### src/rtl/mod_n_down_counter_pkg.sv
// Shared types and helpers for the loadable modulo-N down counter / interval timer.
package mod_n_down_counter_pkg;

    localparam int DEFAULT_MOD = 12;

    typedef enum logic [1:0] {
        ST_IDLE = 2'd0,
        ST_RUN  = 2'd1,
        ST_DONE = 2'd2
    } state_e;

    // Out-of-range load values saturate to the top of the count range.
    function automatic logic [31:0] clamp_load(input logic [31:0] value,
                                               input logic [31:0] modulus);
        if (value < modulus) begin
            clamp_load = value;
        end else begin
            clamp_load = modulus - 32'd1;
        end
    endfunction

endpackage

### src/rtl/mod_n_down_counter_if.sv
// Control/status bundle of the down counter; clock and reset stay outside.
interface mod_n_down_counter_if
    import mod_n_down_counter_pkg::*;
#(
    parameter int MOD = DEFAULT_MOD,
    parameter int W   = $clog2(MOD)
);

    logic         sclr;
    logic         load;
    logic [W-1:0] din;
    logic         start;
    logic         en;
    logic         oneshot;
    logic [W-1:0] count;
    logic         borrow;
    logic         busy;
    logic         done;
    logic         load_err;

    modport master (
        output sclr, load, din, start, en, oneshot,
        input  count, borrow, busy, done, load_err
    );

    modport slave (
        input  sclr, load, din, start, en, oneshot,
        output count, borrow, busy, done, load_err
    );

endinterface

### src/rtl/mod_n_down_counter.sv
// Modulo-N down counter: counts a reload value down to 0, then reloads (periodic)
// or parks in DONE (one-shot); emits a registered borrow pulse at terminal count.
module mod_n_down_counter
    import mod_n_down_counter_pkg::*;
#(
    parameter int MOD = DEFAULT_MOD,
    parameter int W   = $clog2(MOD)
) (
    input  logic                clk,
    input  logic                clr_n,
    mod_n_down_counter_if.slave bus
);

    localparam logic [W-1:0] MAX_CNT  = W'(MOD - 1);
    localparam logic [W-1:0] ZERO_CNT = {W{1'b0}};
    localparam logic [W-1:0] ONE_CNT  = W'(1);

    state_e       state_q,  state_d;
    logic [W-1:0] count_q,  count_d;
    logic [W-1:0] reload_q, reload_d;
    logic         borrow_q, borrow_d;
    logic         load_err_q, load_err_d;

    logic [W-1:0] load_v_s;
    logic         din_over_s;

    assign load_v_s   = W'(clamp_load(32'(bus.din), 32'(MOD)));
    assign din_over_s = (32'(bus.din) >= 32'(MOD));

    // Next-state decode; priority sclr > load > start > en.
    always_comb begin
        state_d    = state_q;
        count_d    = count_q;
        reload_d   = reload_q;
        borrow_d   = 1'b0;
        load_err_d = 1'b0;
        if (bus.sclr) begin
            state_d  = ST_IDLE;
            count_d  = ZERO_CNT;
            reload_d = MAX_CNT;
        end else if (bus.load) begin
            count_d    = load_v_s;
            reload_d   = load_v_s;
            load_err_d = din_over_s;
            if (state_q == ST_DONE) begin
                state_d = ST_IDLE;
            end else begin
                state_d = state_q;
            end
        end else if (bus.start) begin
            count_d = reload_q;
            state_d = ST_RUN;
        end else begin
            case (state_q)
                ST_RUN: begin
                    if (!bus.en) begin
                        count_d = count_q;
                    end else if (count_q != ZERO_CNT) begin
                        count_d = count_q - ONE_CNT;
                    end else begin
                        // Terminal count: oneshot is sampled only here.
                        borrow_d = 1'b1;
                        if (bus.oneshot) begin
                            state_d = ST_DONE;
                        end else begin
                            count_d = reload_q;
                        end
                    end
                end
                ST_IDLE: count_d = count_q;
                ST_DONE: count_d = ZERO_CNT;
                default: begin
                    state_d = ST_IDLE;
                    count_d = ZERO_CNT;
                end
            endcase
        end
    end

    // State, count and reload registers.
    always_ff @(posedge clk or negedge clr_n) begin
        if (!clr_n) begin
            state_q  <= ST_IDLE;
            count_q  <= ZERO_CNT;
            reload_q <= MAX_CNT;
        end else begin
            state_q  <= state_d;
            count_q  <= count_d;
            reload_q <= reload_d;
        end
    end

    // One-cycle registered pulses.
    always_ff @(posedge clk or negedge clr_n) begin
        if (!clr_n) begin
            borrow_q   <= 1'b0;
            load_err_q <= 1'b0;
        end else begin
            borrow_q   <= borrow_d;
            load_err_q <= load_err_d;
        end
    end

    assign bus.count    = count_q;
    assign bus.borrow   = borrow_q;
    assign bus.busy     = (state_q == ST_RUN);
    assign bus.done     = (state_q == ST_DONE);
    assign bus.load_err = load_err_q;

endmodule

### src/flat_wrapper.sv
// flat-port wrapper written by rule: the top's interface ports become plain ports
module mod_n_down_counter_flat import mod_n_down_counter_pkg::*;
#(
    parameter int MOD = DEFAULT_MOD,
    parameter int W   = $clog2(MOD)
)
  (clk, clr_n, bus_sclr, bus_load, bus_din, bus_start, bus_en, bus_oneshot, bus_count, bus_borrow, bus_busy, bus_done, bus_load_err);
  mod_n_down_counter_if #(.MOD(MOD), .W(W)) bus_i ();
  input  logic clk;
  input  logic clr_n;
  input wire logic [$bits(bus_i.sclr)-1:0] bus_sclr;
  input wire logic [$bits(bus_i.load)-1:0] bus_load;
  input wire logic [$bits(bus_i.din)-1:0] bus_din;
  input wire logic [$bits(bus_i.start)-1:0] bus_start;
  input wire logic [$bits(bus_i.en)-1:0] bus_en;
  input wire logic [$bits(bus_i.oneshot)-1:0] bus_oneshot;
  output wire logic [$bits(bus_i.count)-1:0] bus_count;
  output wire logic [$bits(bus_i.borrow)-1:0] bus_borrow;
  output wire logic [$bits(bus_i.busy)-1:0] bus_busy;
  output wire logic [$bits(bus_i.done)-1:0] bus_done;
  output wire logic [$bits(bus_i.load_err)-1:0] bus_load_err;
  assign bus_i.sclr = bus_sclr;
  assign bus_i.load = bus_load;
  assign bus_i.din = bus_din;
  assign bus_i.start = bus_start;
  assign bus_i.en = bus_en;
  assign bus_i.oneshot = bus_oneshot;
  assign bus_count = bus_i.count;
  assign bus_borrow = bus_i.borrow;
  assign bus_busy = bus_i.busy;
  assign bus_done = bus_i.done;
  assign bus_load_err = bus_i.load_err;
  mod_n_down_counter #(.MOD(MOD), .W(W)) u_core (.clk(clk), .clr_n(clr_n), .bus(bus_i));
endmodule
### config.mk
export PLATFORM = sky130hd
export DESIGN_NAME = mod_n_down_counter_flat
export DESIGN_NICKNAME = d
export VERILOG_FILES = /design/src/rtl/mod_n_down_counter_pkg.sv /design/src/rtl/mod_n_down_counter_if.sv /design/src/rtl/mod_n_down_counter.sv /design/src/flat_wrapper.sv
export SDC_FILE = /design/constraint.sdc
export NUM_CORES = 1
export LEC_CHECK = 0
export ABC_AREA = 1
export ABC_CLOCK_PERIOD_IN_PS = 1300
export CORE_MARGIN = 4
export CORE_UTILIZATION = 44
export CTS_CLUSTER_SIZE = 20
export DETAILED_ROUTE_END_ITERATION = 7
export PLACE_DENSITY_LB_ADDON = 0.15
export SYNTH_ARGS = -nofsm -noshare
export SYNTH_HDL_FRONTEND = slang
export SYNTH_SLANG_ARGS = --single-unit
### constraint.sdc
create_clock -name clk -period 1.3 [get_ports clk]
set_clock_uncertainty 0.05 [all_clocks]
set_input_delay 0.195 -clock clk [delete_from_list [all_inputs] [get_ports clk]]
set_output_delay 0.195 -clock clk [all_outputs]
set_load 0.1 [all_outputs]
==> results.ini <==
[run_status]
status=finished, violations left
violations=setup timing

[timing]
rsz0062_at_grt=yes
hold_viol=0
setup_tns_ns=-0.3796
min_period_ns=1.385
fmax_mhz=722.0
setup_viol=10
worst_pin_slew_ns=0.2453
fin_ws_ns=-0.08506
fin_crit_sh=1.065
slew_viol_final=0
slew_headroom=0.8361

[layout]
antenna_cells=0
drive_gt1_frac=0.3974
syn_to_final_growth_pct=62.89
nets=170

[critical_path]
slowest_stage=dfrtp_1
worstPathCellList=inv_1, nand2_2, clkinvlp_4, buf_12
ff2ff_setup_slack_ns=-0.06
cp_max_fo=4
max_stage_delay_ns=0.44
startpoint_type=flop
r2r-start=u_core.bus.count[0]
r2r_cells=7
r2r-end=u_core.bus.count[0]
path_class=reg -> out
worst_setup_path_end_kind=output port
crit_arrival_ns=1.14
worstPathRequired_ns=1.05

[floorplanning]
die_x_um=51.68
std_cell_rows=15
die_area_sq_um=2671
die_y_um=51.68
core_sq_um=1764
ios=19
start_util=0.4759

[synthesis]
yosys.area_share.simple=0.4337
synth_largest_area_cell=dfrtp_1
synth_edf_count=0
synthArstFlopShare=1.000
synth_top_family_by_area=simple AND/OR/NAND/NOR gates
synthMuxAreaShare=0
synth.distinct_cells=22
syn-num-nets=134
syn-instance-count=121
synth_top_area_frac=0.2683
syn_area_sq_um=839.6
synth-compound-area-share=0.08346
synthXorXnorAreaFrac=0
yosys.area_share.adder=0.02981
yosys-top-cells-area=dfrtp_1, nand2_1, dfstp_2
synth.avg_cell_area_sq_um=6.938
ys_top_cells_by_count=nand2_1, inv_1, nand3_1, a21oi_1, dfrtp_1
synth.ff_latch_count=12
ys_seq_area_frac=0.3621
synth_most_common_cell=nand2_1
synth_flop_cell=dfrtp_1
ys_warn_count=0

[grt]
antenna_found_initial=0
grt_start_max_net_pins=13
grt_pass1_wl_um=3960
grt_usage=0.1994
first_global_vias=945
grt_overflow_total=0

[drt]
dr.first_iter.drc_count=20
viasPerCell=5.188
wl_per_cell_um=12.45
via_count=939
drc_errors=0
ant_nets=0
first_pass_iters=4
wl_um=2254

[clock_tree]
clk_root_buffer_cell=clkbuf_4
cts_num_sinks=12
numCtsBuffers=3
cts_hold_buf=0
cts_tree=built
htreeDepth=1
cts.reportedPaths.clkPinSlew_ns=0.08
clk_path_buf_depth=2
clock_latency_ns=0.27

[power_and_ir_drop]
ir_worst_vdd_mv=0.5581
powerDensity_nw_per_um2=906.0
p_int_uw=781.7
p_sw_frac=0.3690
p_switching_uw=457.2
pwr-share-seq=0.345
p_leak_nw=0.6329
p_total_mw=1.239
p_comb_frac=0.415
clockPowerShare=0.239

[min_path]
hp-class=in -> async

[place]
globalplace.congestion=0.8178
dp_hpwl_um=1729
portBuffers=18

[flow_run]
drv_cap=0

==> cells in the final DEF, fill, tap and decap left out, types with 2 or more instances in the layout <==
cell             netlist  routed
nand2_1               42      39
dfstp_2                3       3
dfrtp_4                0       2
nor3_1                 2       2
dfrtp_1                9       4
inv_4                  0       2
inv_2                  3       3
clkinvlp_4             0       2
buf_12                 0       8
buf_6                  0       2
nand3_1               14      12
nand2_2                2       4
nor2_4                 3       3
o21ai_1                3       4
nor2_2                 2       2
buf_4                  1      13
a21oi_1                9       5
inv_1                 14      10
nand3b_1               4       4
dfrtp_2                0       3
clkdlybuf4s50_1        0      10
clkbuf_4               0       3
nand3_2                1       2
a21oi_2                0       4
==> cells by family (layout without fill, tap and decap cells) <==
kind of cell / after synthesis / count (layout)
buffers and inverters: 19 / 54
AND/OR/NAND/NOR: 74 / 74
flip-flops: 12 / 12
adder cells (fa/ha/maj): 2 / 2
AO/OA/AOI/OAI: 14 / 14
==> through the flow <==
step / cells / hold slack, ns / area [sq um] / setup slack (ns) / util
6_report: 181 / 0.1745 / 1368 / -0.08506 / 0.7752
5_1_grt: 181 / 0.1723 / 1368 / -0.1643 / 0.7752
4_1_cts: 180 / 0.1709 / 1346 / -0.07663 / 0.7631
3_5_place_dp: 172 / 0.4705 / 1261 / -0.2604 / 0.7149
3_3_place_gp: 172 / 0.4600 / 1261 / -0.1918 / 0.7149
2_1_floorplan: 121 / -0.1506 / 913.4 / -0.1829 / -
==> critical path, delay by kind of cell (launching register included) <==
family                 cells  cell delay (ns)
DFF                        1             0.44
and+or+nand+nor            1             0.09
buffers and inverters      3             0.34
==> registers in the layout, indices dropped and copies added, names as in the netlist <==
name,cells
u_core.state_q,2
u_core.reload_q,4
u_core.bus.borrow,1
u_core.bus.load_err,1
u_core.bus.count,4
==> power by group through the flow <==
stage                     logic [mW]  clock network, mW  registers (mW)
after CTS                      0.503              0.306           0.427
after detailed placement       0.480                  0           0.434
after floorplan                0.204                  0           0.524
final                          0.515              0.296           0.428
after global routing           0.555              0.330           0.431
after global placement         0.467                  0           0.432
==> how the worst max path moves through the flow <==
stage                         from             endpoint  slack, ns  cells past startpoint
2_1_floorplan  u_core.bus.count[0]  u_core.bus.count[3]      -0.18                      8
3_3_place_gp              bus_load  u_core.bus.count[2]      -0.19                      7
3_5_place_dp              bus_load  u_core.bus.count[0]      -0.26                      7
4_1_cts          u_core.state_q[0]             bus_done      -0.08                      4
5_1_grt          u_core.state_q[0]             bus_done      -0.16                      4
6_report         u_core.state_q[0]             bus_done      -0.09                      4
==> area by class of cell <==
cell class	instances	area, sq um
multi-input cells	90	528.0
clock buffers	4	36.28
inverters	17	76.32
well taps	25	31.28
repair buffers	33	380.4
flip-flops and latches	12	315.3
fillers	140	396.6
==> timing repair <==
action / in CTS / in global routing
setup endpoints to repair: 11 / 11
setup buffers: 4 / 1
pin swaps: 6 / 1
gates resized for setup: 6 / 4
==> per-layer routing <==
metal  GRT usage  routed length (um)  vias up
li1            -                   -      457
met1      0.2204                 898      438
met2      0.3559                1143       34
met3     0.03152                 129       10
met4      0.1179                  82        0
met5           0                   0        -
Power figures use the tool's default switching activity.
